--- src/rtl/stencil_op_affine_ctrl_if.sv ---
// Port bundle between an affine loop-nest controller and the unified stencil buffer.
// The master side drives start/flush/stall; the slave (controller) returns enable,
// iteration vector and status.
interface stencil_op_affine_ctrl_if;
  logic             flush;
  logic             start;
  logic             stall;
  logic             en;
  logic [2:0][15:0] ctrl_vars;
  logic             busy;
  logic             done;

  modport master (
    output flush, start, stall,
    input  en, ctrl_vars, busy, done
  );

  modport slave (
    input  flush, start, stall,
    output en, ctrl_vars, busy, done
  );
endinterface

--- src/rtl/stencil_op_affine_ctrl.sv ---
// Affine iteration-domain controller: walks a 3-deep loop nest at a fixed II and drives
// one stencil buffer port. Define AFFINE_CTRL_STALL_EN to honour the stall input.
module stencil_op_affine_ctrl #(
  parameter int unsigned EXTENT_0    = 1,
  parameter int unsigned EXTENT_1    = 128,
  parameter int unsigned EXTENT_2    = 128,
  parameter int unsigned II          = 1,
  parameter int unsigned START_DELAY = 0
) (
  input logic                     clk,
  input logic                     rst,
  stencil_op_affine_ctrl_if.slave bus
);

  localparam logic [15:0] Last0      = 16'(EXTENT_0 - 1);
  localparam logic [15:0] Last1      = 16'(EXTENT_1 - 1);
  localparam logic [15:0] Last2      = 16'(EXTENT_2 - 1);
  localparam logic [7:0]  IiReload   = 8'(II - 1);
  localparam int unsigned DelayLoadI = (START_DELAY == 0) ? 0 : START_DELAY - 1;
  localparam logic [15:0] DelayLoad  = 16'(DelayLoadI);

  typedef enum logic [1:0] {StIdle, StDelay, StRun, StDone} state_e;

  state_e           state_q, state_d;
  logic [15:0]      delay_q, delay_d;
  logic [7:0]       ii_q, ii_d;
  logic [2:0][15:0] cnt_q, cnt_d;
  logic             en_q, en_d;
  logic             busy_q, busy_d;
  logic             done_q, done_d;
  logic [2:0][15:0] vars_q, vars_d;

  logic stall_eff;
  logic accept;
  logic issue;
  logic last_iter;

`ifdef AFFINE_CTRL_STALL_EN
  assign stall_eff = bus.stall;
`else
  // Static schedule: the port exists for a uniform interface but has no effect.
  logic unused_stall;
  assign unused_stall = bus.stall;
  assign stall_eff    = 1'b0;
`endif

  // A start seen while the done pulse is visible belongs to the finished run.
  assign accept    = (state_q == StIdle) && bus.start && !done_q;
  assign issue     = (state_q == StRun) && !stall_eff && (ii_q == 8'd0);
  assign last_iter = (cnt_q[0] == Last0) && (cnt_q[1] == Last1) && (cnt_q[2] == Last2);

  // State register.
  always_ff @(posedge clk or posedge rst) begin
    if (rst) begin
      state_q <= StIdle;
      delay_q <= '0;
      ii_q    <= '0;
      cnt_q   <= '0;
      en_q    <= 1'b0;
      busy_q  <= 1'b0;
      done_q  <= 1'b0;
      vars_q  <= '0;
    end else begin
      state_q <= state_d;
      delay_q <= delay_d;
      ii_q    <= ii_d;
      cnt_q   <= cnt_d;
      en_q    <= en_d;
      busy_q  <= busy_d;
      done_q  <= done_d;
      vars_q  <= vars_d;
    end
  end

  // Next-state logic.
  always_comb begin
    state_d = state_q;
    unique case (state_q)
      StIdle:  if (accept) state_d = (START_DELAY == 0) ? StRun : StDelay;
      StDelay: if (!stall_eff && delay_q == 16'd0) state_d = StRun;
      StRun:   if (issue && last_iter) state_d = StDone;
      StDone:  state_d = StIdle;
      default: state_d = StIdle;
    endcase
    if (bus.flush) state_d = StIdle;
  end

  // Delay, II and loop counters; inner index fastest, all wrap to zero after the last one.
  always_comb begin
    delay_d = delay_q;
    ii_d    = ii_q;
    cnt_d   = cnt_q;
    if (bus.flush) begin
      delay_d = '0;
      ii_d    = '0;
      cnt_d   = '0;
    end else begin
      unique case (state_q)
        StIdle: begin
          if (accept) begin
            delay_d = DelayLoad;
            ii_d    = '0;
            cnt_d   = '0;
          end
        end
        StDelay: begin
          if (!stall_eff && delay_q != 16'd0) delay_d = delay_q - 16'd1;
        end
        StRun: begin
          if (!stall_eff) begin
            if (ii_q != 8'd0) begin
              ii_d = ii_q - 8'd1;
            end else begin
              ii_d = IiReload;
              if (cnt_q[2] == Last2) begin
                cnt_d[2] = '0;
                if (cnt_q[1] == Last1) begin
                  cnt_d[1] = '0;
                  cnt_d[0] = (cnt_q[0] == Last0) ? 16'd0 : cnt_q[0] + 16'd1;
                end else begin
                  cnt_d[1] = cnt_q[1] + 16'd1;
                end
              end else begin
                cnt_d[2] = cnt_q[2] + 16'd1;
              end
            end
          end
        end
        StDone: begin
          cnt_d = '0;
        end
        default: begin
          cnt_d = '0;
        end
      endcase
    end
  end

  // Registered outputs; ctrl_vars only move on an access.
  always_comb begin
    en_d   = issue;
    busy_d = (state_q == StDelay) || (state_q == StRun);
    done_d = (state_q == StDone);
    vars_d = issue ? cnt_q : vars_q;
    if (bus.flush) begin
      en_d   = 1'b0;
      busy_d = 1'b0;
      done_d = 1'b0;
      vars_d = '0;
    end
  end

  assign bus.en        = en_q;
  assign bus.busy      = busy_q;
  assign bus.done      = done_q;
  assign bus.ctrl_vars = vars_q;

endmodule
--- src/flat_wrapper.sv ---
// flat-port wrapper written by rule: the top's interface ports become plain ports
module stencil_op_affine_ctrl_flat 
#(
  parameter int unsigned EXTENT_0    = 1,
  parameter int unsigned EXTENT_1    = 128,
  parameter int unsigned EXTENT_2    = 128,
  parameter int unsigned II          = 1,
  parameter int unsigned START_DELAY = 0
)
  (clk, rst, bus_flush, bus_start, bus_stall, bus_en, bus_ctrl_vars, bus_busy, bus_done);
  stencil_op_affine_ctrl_if bus_i ();
  input logic clk;
  input logic rst;
  input wire logic [$bits(bus_i.flush)-1:0] bus_flush;
  input wire logic [$bits(bus_i.start)-1:0] bus_start;
  input wire logic [$bits(bus_i.stall)-1:0] bus_stall;
  output wire logic [$bits(bus_i.en)-1:0] bus_en;
  output wire logic [$bits(bus_i.ctrl_vars)-1:0] bus_ctrl_vars;
  output wire logic [$bits(bus_i.busy)-1:0] bus_busy;
  output wire logic [$bits(bus_i.done)-1:0] bus_done;
  assign bus_i.flush = bus_flush;
  assign bus_i.start = bus_start;
  assign bus_i.stall = bus_stall;
  assign bus_en = bus_i.en;
  assign bus_ctrl_vars = bus_i.ctrl_vars;
  assign bus_busy = bus_i.busy;
  assign bus_done = bus_i.done;
  stencil_op_affine_ctrl #(.EXTENT_0(EXTENT_0), .EXTENT_1(EXTENT_1), .EXTENT_2(EXTENT_2), .II(II), .START_DELAY(START_DELAY)) u_core (.clk(clk), .rst(rst), .bus(bus_i));
endmodule
--- config.mk ---
export PLATFORM = sky130hd
export DESIGN_NAME = stencil_op_affine_ctrl_flat
export DESIGN_NICKNAME = d
export VERILOG_FILES = /design/src/rtl/stencil_op_affine_ctrl_if.sv /design/src/rtl/stencil_op_affine_ctrl.sv /design/src/flat_wrapper.sv
export SDC_FILE = /design/constraint.sdc
export NUM_CORES = 1
export LEC_CHECK = 0
export BUFFER_PORTS_ARGS = -buffer_cell sky130_fd_sc_hd__buf_2
export CORE_AREA = 2 2 115 117
export CTS_BUF_LIST = sky130_fd_sc_hd__clkbuf_4 sky130_fd_sc_hd__clkbuf_8 sky130_fd_sc_hd__clkbuf_16
export CTS_CLUSTER_SIZE = 24
export DETAILED_ROUTE_END_ITERATION = 16
export DIE_AREA = 0 0 117 119
export PLACE_DENSITY_LB_ADDON = 0.25
export SYNTH_ARGS = -nofsm -noshare
export SYNTH_HDL_FRONTEND = slang
export SYNTH_SLANG_ARGS = --single-unit
--- constraint.sdc ---
create_clock -name clk -period 4.2 [get_ports clk]
set_input_delay 0 -clock clk [delete_from_list [all_inputs] [get_ports clk]]
set_output_delay 0 -clock clk [all_outputs]
set_load 0.05 [all_outputs]
==> impl_metrics.toml, run 1 <==
[setup_path]
r2r-start = "u_core.cnt_q[16]"
ff2ff_setup_slack_ns = 0.94
required_ns = 4.51
crit_fanout = 20
cp-start-kind = "flip-flop"
critical_path_class = "flip-flop to flip-flop"
r2r_cells = 5
rr_endpoint = "u_core.cnt_q[10]"
end_kind = "flip-flop"
worstPathArrival_ns = 3.57

[cells_and_area]
area_delta_synth_final_pct = 16.3
layoutNonFillerInstCount = 858
final_core_util = 0.565
diodes = 0
fin_nets = 687
drive_gt1_frac = 0.185
n_fill_cell = 1103

[detailed_routing]
drc_errors = 0
via_count = 5235
wl_per_cell_um = 17.2
drtPass1Iterations = 5
drt-total-wl_um = 14800
drtIter0Drc = 423
vias_per_cell = 6.10
drtAntennaViolNets = 0

[power]
power_uw = 3920
leakage_uw = 0.00331
ir_drop_v = 0.000278
powerDensity_nw_per_um2 = 538

[clocking]
cts_made_buffers = 17
post_cts_resized = 0
clk_path_buf_depth = 2
cts-root-buf = "clkbuf_16"
htreeDepth = 4
clkLatencyLatePin_ns = 0.43
clkSlewWorstSetupHoldPaths_ns = 0.06
cts.sinks = 125
cts_hold_buffers = 2
post_cts_buffers = 0
tritoncts = "yes"

[placement]
gp_congestion = 0.827
io_buffers = 54
dp_hpwl_um = 9550
place_inst = 825

[synth]
synth_edf_count = 0
synth_nets = 640
synthesis.area_um2 = 6260
synth_seq_cells = 125
ys.flop_type = "dfrtp_1"
synth_async_sr_flop_share = 1.00
ys_warn_count = 0
syn-instance-count = 623
synth.avg_cell_area_um2 = 10.0
synth.distinct_cells = 60
yosysSeqAreaShare = 0.500

[grt]
grt_antenna_before_repair = 0
grt_max_degree = 56
grt_pass1_vias = 5090
grt.overflow.total = 0
grt_pass1_wl_um = 25400
grt_use_total = 0.231

[floorplan]
dieHeight_um = 119
core.rowCount = 42
die_w_um = 117
initial_core_util = 0.486
io_pins = 56
die-area_um2 = 13900
core_um2 = 12900

[timing]
fmax_mhz = 307
finalSetupTns_ns = 0
rsz0062_at_grt = "false"
worst_pin_slew_ns = 1.06
hold_viol_final = 0
skew_ns = 0.0117
finalCritPeriodShare = 0.775
maxSlewViolCount = 0
min_period_ns = 3.26
finalSetupViolCount = 0
relSlewSlack = 0.289

[outcome]
status = "finished clean"

[job]
maxCapViolations = 0

[min_path]
min-delay-path-class = "primary input to asynchronous set/reset pin"
==> logic make-up (layout without fill, tap and decap cells) <==
family	after synthesis	after routing	share of synthesized area
fa+ha+maj	12	12	0.0240
xor+xnor	4	4	0.00560
compound gates	207	207	0.250
simple gates	204	204	0.171
buf+inv	67	126	0.0424
mux	4	4	0.00680
flops	125	125	0.500
==> report_power, final <==
part,internal (uW),switching [uW]
Combinational,353,820
Sequential,1290,90.9
Clock,843,517
Total,2490,1430
==> layout by cell type, fill, tap and decap left out, drive strengths merged, types with 12 or more instances in the layout <==
cell type / count
nor3: 21
dfrtp: 125
o21ai: 34
clkbuf: 25
ha: 12
nand2: 34
o31ai: 25
buf: 66
a21oi: 29
or4: 16
inv: 27
o41ai: 19
nand3: 22
a22o: 52
nor2: 50
==> layout make-up <==
| cell class | instances | area, um2 | share of cell area |
|---|---|---|---|
| clock buffer | 25 | 517 | 0.0710 |
| clock inverter | 6 | 35.0 | 0.00481 |
| inverter | 27 | 104 | 0.0143 |
| multi-input combinational | 431 | 2890 | 0.398 |
| sequential | 125 | 3130 | 0.430 |
| tap | 176 | 220 | 0.0303 |
| timing repair buffer | 68 | 380 | 0.0523 |
==> sequential cells by signal, summed over array words and instances, names as in the netlist <==
name                  flops
u_core.ii_q               8
u_core.delay_q           16
u_core.state_q            2
u_core.bus.en             1
u_core.cnt_q             48
u_core.bus.busy           1
u_core.bus.ctrl_vars     48
u_core.bus.done           1
==> worst max path at each step <==
stage | slack (ns) | startpoint | end | depth (start not counted)
4_1_cts | 0.97 | u_core.cnt_q[16] | u_core.cnt_q[10] | 5
3_5_place_dp | 0.98 | u_core.cnt_q[16] | u_core.cnt_q[10] | 5
5_1_grt | 0.76 | u_core.cnt_q[16] | u_core.cnt_q[11] | 5
2_1_floorplan | 0.87 | rst | u_core.bus.busy | 1
6_report | 0.94 | u_core.cnt_q[16] | u_core.cnt_q[10] | 5
3_3_place_gp | 1.05 | u_core.cnt_q[16] | u_core.cnt_q[10] | 5
==> synth_stat cells (3+ instances only) <==
cell type	n	area, um2
dfrtp_1	125	3130
a22o_1	52	455
nor2_1	50	188
clkbuf_1	34	128
nand2_1	34	128
a21oi_1	29	145
o21ai_0	28	140
inv_1	27	101
nand3_1	22	110
nor3_1	20	100
o31ai_1	19	143
o41ai_1	19	166
or4_1	16	120
ha_1	12	150
nand4_1	10	62.6
nor4_1	10	62.6
a31o_2	9	78.8
or3_1	8	50.1
a311oi_1	7	61.3
o31ai_2	6	75.1
and2_1	5	31.3
buf_2	5	25.0
nor2b_1	5	31.3
o21ai_1	5	25.0
nand2b_1	4	25.0
o211ai_1	4	30.0
or2_2	4	25.0
xor2_1	4	35.0
a31oi_1	3	18.8
and3_1	3	18.8
nand4b_1	3	26.3
o311a_1	3	30.0
==> through the flow <==
| stage | worst slack [ns] | hold WS [ns] | area [um2] |
|---|---|---|---|
| 2_1_floorplan | 0.872 | 0.311 | 6260 |
| 3_3_place_gp | 1.05 | -0.0125 | 6710 |
| 3_5_place_dp | 0.984 | -0.00750 | 6710 |
| 4_1_cts | 0.972 | 0.0913 | 7280 |
| 5_1_grt | 0.759 | 0.139 | 7280 |
| 6_report | 0.943 | 0.0901 | 7280 |
==> metal layers <==
| metal | part of all wire | vias up | track usage |
|---|---|---|---|
| li1 | - | 2486 | - |
| met1 | 0.47 | 2611 | 0.321 |
| met2 | 0.47 | 115 | 0.349 |
| met3 | 0.040 | 23 | 0.0519 |
| met4 | 0.020 | 0 | 0.0934 |
| met5 | 0 | - | 0 |
==> worst max-delay path, stage by stage (launching register included) <==
cell	delay, ns
dfrtp_1	0.42
ha_1	0.27
nand4_1	0.27
o41a_1	0.79
or4_1	0.98
o41ai_1	0.41
Note: power is estimated with default switching activity, not from simulation.
==> run 2: changes to the inputs <==
==> constraint.sdc (replaced) <==
create_clock -name clk -period 3 [get_ports clk]
set_input_delay 0 -clock clk [delete_from_list [all_inputs] [get_ports clk]]
set_output_delay 0 -clock clk [all_outputs]
set_load 0.05 [all_outputs]
==> impl_metrics.toml, run 2 (synthesized netlist as in run 1, its figures left out) <==
[outcome]
status = "finished clean"

[floorplan]
core_um2 = 12900
die_w_um = 117
core.rowCount = 42
initial_core_util = 0.486
io_pins = 56
die-area_um2 = 13900
dieHeight_um = 119

[power]
leakage_uw = 0.00337
powerDensity_nw_per_um2 = 766
ir_drop_v = 0.000407

[cells_and_area]
final_core_util = 0.576
n_fill_cell = 1089
fin_area_um2 = 7410
final_cell_mix = "dfrtp_1 (125), buf_2 (54), a22o_1 (52), nor2_1 (50), nand2_1 (34)"
drive_gt1_frac = 0.192
area_delta_synth_final_pct = 18.4
regArea_um2 = 3130
diodes = 0
final_common_cell = "dfrtp_1"
layoutNonFillerInstCount = 864
multi_input_area_um2 = 2890
fin_nets = 693

[detailed_routing]
drtPass1Iterations = 7
wl_per_cell_um = 17.1
via_count = 5199
drtAntennaViolNets = 0
vias_per_cell = 6.02
drc_errors = 0
drt-total-wl_um = 14800
drtIter0Drc = 421

[timing]
maxSlewViolCount = 0
worst_pin_slew_ns = 0.901
hold_viol_final = 0
relSlewSlack = 0.394
rsz0062_at_grt = "false"
skew_ns = 0.00848
finalSetupViolCount = 0
finalCritPeriodShare = 0.923
fmax_mhz = 361
finalSetupTns_ns = 0
min_period_ns = 2.77

[setup_path]
required_ns = 3.34
crit_fanout = 10
slowest_stage = "or4_1"
critical_path_class = "flip-flop to flip-flop"
rr_endpoint = "u_core.cnt_q[25]"
worstPathArrival_ns = 3.11
cp_common_cell = "a21oi_1"
cp-start-kind = "flip-flop"
cp_cell_sequence = "inv_1 > ha_1 > nor3_1 > a21oi_1 > buf_4 > o211ai_1 > or4_1 > a21oi_1"
r2r-start = "u_core.state_q[0]"
ff2ff_setup_slack_ns = 0.23
end_kind = "flip-flop"
critical_path.max_stage_delay_ns = 0.58
r2r_cells = 8

[clocking]
cts-root-buf = "clkbuf_16"
cts.sinks = 125
tritoncts = "yes"
clkSlewWorstSetupHoldPaths_ns = 0.05
post_cts_buffers = 0
cts_made_buffers = 17
clkLatencyLatePin_ns = 0.42
clk_path_buf_depth = 2
htreeDepth = 4

[grt]
grt.overflow.total = 0
grt_antenna_before_repair = 0
grt_max_degree = 66
grt_pass1_wl_um = 25300
grt_use_total = 0.229
grt_pass1_vias = 5158

[min_path]
min-delay-path-class = "primary input to flip-flop"
min_from = "bus_start"
holdPathStages = 4
hold_end = "u_core.delay_q[2]"

[placement]
dp_hpwl_um = 9750
placed_area_um2 = 6790
place_inst = 831
gp_congestion = 0.851
io_buffers = 54

[job]
maxCapViolations = 0
-- run 2: worst max-delay path by stage --
stage                      start               end  slack [ns]  cells after the start
2_1_floorplan     u_core.ii_q[0]   u_core.cnt_q[8]        0.56                      9
3_3_place_gp      u_core.ii_q[0]  u_core.cnt_q[10]        0.31                      8
3_5_place_dp      u_core.ii_q[0]  u_core.cnt_q[15]        0.28                      8
4_1_cts           u_core.ii_q[0]  u_core.cnt_q[10]        0.26                      8
5_1_grt           u_core.ii_q[0]  u_core.cnt_q[15]        0.04                      8
6_report       u_core.state_q[0]  u_core.cnt_q[25]        0.23                      8
-- run 2: worst max-delay path: cells and delay by family, from the launching register on --
kind            cells  cell delay, ns
compound gates      3            0.94
simple gates        2            0.68
flops               1            0.41
fa+ha+maj           1            0.34
buf+inv             2            0.33
-- run 2: what timing repair did --
item | in CTS | in global routing
hold buffers | 2 | 0
hold endpoints to repair | 41 | 0
resized for setup | 0 | 0
-- run 2: stage by stage --
step / setup WS, ns / total power [uW] / hold slack (ns)
finish: 0.231 / 5680 / 0.106
global route: 0.0356 / 6000 / 0.124
CTS: 0.262 / 5700 / 0.0942
detailed placement: 0.282 / 3630 / 0.240
global placement: 0.311 / 3570 / 0.218
floorplan: 0.563 / 3150 / 0.311
-- run 2: layout make-up --
cell class	instances	share of cell area
clock buffer	25	0.0697
clock inverter	6	0.0111
tap	176	0.0297
sequential	125	0.422
inverter	27	0.0142
timing repair buffer	74	0.0625
multi-input combinational	431	0.391
-- run 2: metal layers --
| layer | track usage | vias to the layer above | share of wire |
|---|---|---|---|
| li1 | - | 2489 | - |
| met1 | 0.322 | 2565 | 0.47 |
| met2 | 0.349 | 129 | 0.48 |
| met3 | 0.0611 | 16 | 0.042 |
| met4 | 0.0618 | 0 | 0.012 |
| met5 | 0 | - | 0 |
-- run 2: report_power, final --
part           switching (uW)  internal, uW  total, uW  leakage (uW)
Clock                     701          1350       2050      0.000299
Sequential                130          1810       1940       0.00174
Combinational            1160           527       1690       0.00133
Total                    1990          3690       5680       0.00337
==> run 3: changes to the inputs <==
--- a/config.mk
+++ b/config.mk
@@ -5,12 +5,12 @@
 export SDC_FILE = /design/constraint.sdc
 export NUM_CORES = 1
 export LEC_CHECK = 0
-export BUFFER_PORTS_ARGS = -buffer_cell sky130_fd_sc_hd__buf_2
 export CORE_AREA = 2 2 115 117
 export CTS_BUF_LIST = sky130_fd_sc_hd__clkbuf_4 sky130_fd_sc_hd__clkbuf_8 sky130_fd_sc_hd__clkbuf_16
 export CTS_CLUSTER_SIZE = 24
 export DETAILED_ROUTE_END_ITERATION = 16
 export DIE_AREA = 0 0 117 119
+export DONT_BUFFER_PORTS = 1
 export PLACE_DENSITY_LB_ADDON = 0.25
 export SYNTH_ARGS = -nofsm -noshare
 export SYNTH_HDL_FRONTEND = slang
==> impl_metrics.toml, run 3 (synthesized netlist as in run 1, its figures left out) <==
[clocking]
cts-root-buf = "clkbuf_16"
cts.sinks = 125
clkSlewWorstSetupHoldPaths_ns = 0.06
cts_made_buffers = 17
clkLatencyLatePin_ns = 0.43
tritoncts = "yes"
htreeDepth = 4
post_cts_resized = 0
cts_hold_buffers = 2
post_cts_buffers = 0
clk_path_buf_depth = 2

[floorplan]
initial_core_util = 0.486
core.rowCount = 42
core_um2 = 12900
die_w_um = 117
die-area_um2 = 13900
io_pins = 56
dieHeight_um = 119

[power]
power_switching_uw = 2060
p_sw_frac = 0.355
seqPwrFrac = 0.342
leakage_uw = 0.00310
power.share.clock = 0.377
ir_drop_v = 0.000364
powerDensity_nw_per_um2 = 808
combinationalPowerShare = 0.281
p_int_uw = 3750

[detailed_routing]
via_count = 5135
drc_errors = 0
vias_per_cell = 6.30
drtAntennaViolNets = 0
drt-total-wl_um = 15100
drtIter0Drc = 391
drtPass1Iterations = 4
wl_per_cell_um = 18.6

[setup_path]
r2r_cells = 5
crit_start = "u_core.cnt_q[28]"
r2r-start = "u_core.cnt_q[28]"
end_kind = "flip-flop"
rr_endpoint = "u_core.cnt_q[4]"
cp_common_cell = "or4_1"
critical_path_class = "flip-flop to flip-flop"
cp_cell_sequence = "or4_1 > o41a_1 > or4_1 > buf_4 > o31ai_2"
cp-endpoint = "u_core.cnt_q[4]"
worstPathArrival_ns = 3.10
ff2ff_setup_slack_ns = 0.23
required_ns = 3.33
crit_fanout = 11
slowest_stage = "or4_1"
cp-start-kind = "flip-flop"
critical_path.max_stage_delay_ns = 0.78

[placement]
pre_cts_slack_ns = 0.247
dp_hpwl_um = 9940
gp_congestion = 0.860
place_inst = 781
placed_area_um2 = 6540
io_buffers = 0

[cells_and_area]
fin_area_um2 = 7190
final_common_cell = "dfrtp_1"
final_cell_mix = "dfrtp_1 (125), a22o_1 (52), nor2_1 (50), nand2_1 (34), o21ai_0 (28)"
final_core_util = 0.559
area_delta_synth_final_pct = 15.0
drive_gt1_frac = 0.130
diodes = 0
layoutNonFillerInstCount = 815
fin_nets = 643

[timing]
hold_viol_final = 0
worst_slack_ns = 0.231
skew_ns = 0.00908
maxSlewViolCount = 0
finalSetupTns_ns = 0
relSlewSlack = 0.404
rsz0062_at_grt = "false"
min_period_ns = 2.77
worst_pin_slew_ns = 0.893
finalCritPeriodShare = 0.923
finalSetupViolCount = 0
fmax_mhz = 361

[job]
maxCapViolations = 0

[min_path]
min-delay-path-class = "primary input to flip-flop"

[grt]
grt_use_total = 0.229
grt.overflow.total = 0
grt_pass1_vias = 4910
grt_max_degree = 47
grt_antenna_before_repair = 0
grt_pass1_wl_um = 25100

[outcome]
status = "finished clean"
==> run 3: changes by cell type in the layout (fill, tap and decap cells not counted), sizes merged <==
cell / before / now
clkbuf: 25 / 19
buf: 72 / 22
bufinv: 2 / 4
inv: 26 / 28
clkinvlp: 2 / 3
clkinv: 3 / 5
==> run 3: worst min path at each step <==
stage	startpoint	endpoint	slack, ns	cells after the start
after floorplan	bus_flush	u_core.state_q[0]	0.31	2
after global placement	bus_flush	u_core.bus.done	0.07	1
after detailed placement	bus_flush	u_core.bus.done	0.07	1
after CTS	bus_flush	u_core.cnt_q[26]	0.06	3
after global routing	bus_flush	u_core.cnt_q[22]	0.09	3
final	bus_flush	u_core.cnt_q[26]	0.08	3
==> run 3: critical path, delay by kind of cell, from the launching register on <==
| kind | cells | cell delay [ns] |
|---|---|---|
| buffers and inverters | 1 | 0.27 |
| AOI/OAI and AO/OA | 2 | 0.62 |
| DFF | 1 | 0.43 |
| and+or+nand+nor | 2 | 1.36 |
==> run 3: final cells by class <==
class | instances | area [um2]
well taps | 176 | 220
clock inverters | 13 | 189
fillers | 1104 | 5680
inverters | 27 | 105
flip-flops and latches | 125 | 3130
clock buffers | 19 | 447
multi-input cells | 431 | 2890
repair buffers | 24 | 210
==> run 3: metrics by stage <==
stage / total power, uW / hold WS (ns)
finish: 5810 / 0.0831
CTS: 5830 / 0.0617
global placement: 3550 / 0.0726
global route: 6130 / 0.0918
detailed placement: 3610 / 0.0744
floorplan: 3150 / 0.311
==> run 3: layer usage <==
| layer | vias up | global-route usage | share of wire |
|---|---|---|---|
| met3 | 19 | 0.0616 | 0.048 |
| met2 | 144 | 0.357 | 0.49 |
| met1 | 2582 | 0.313 | 0.45 |
| met4 | 0 | 0.0669 | 0.014 |
| li1 | 2390 | - | - |
| met5 | - | 0 | 0 |
==> run 3: power by group through the flow <==
stage	clock network [uW]	registers [uW]	logic [uW]
finish	2190	1990	1630
detailed placement	0	2010	1600
global route	2310	2000	1810
global placement	0	2000	1550
CTS	2230	1980	1620
floorplan	0	1980	1170
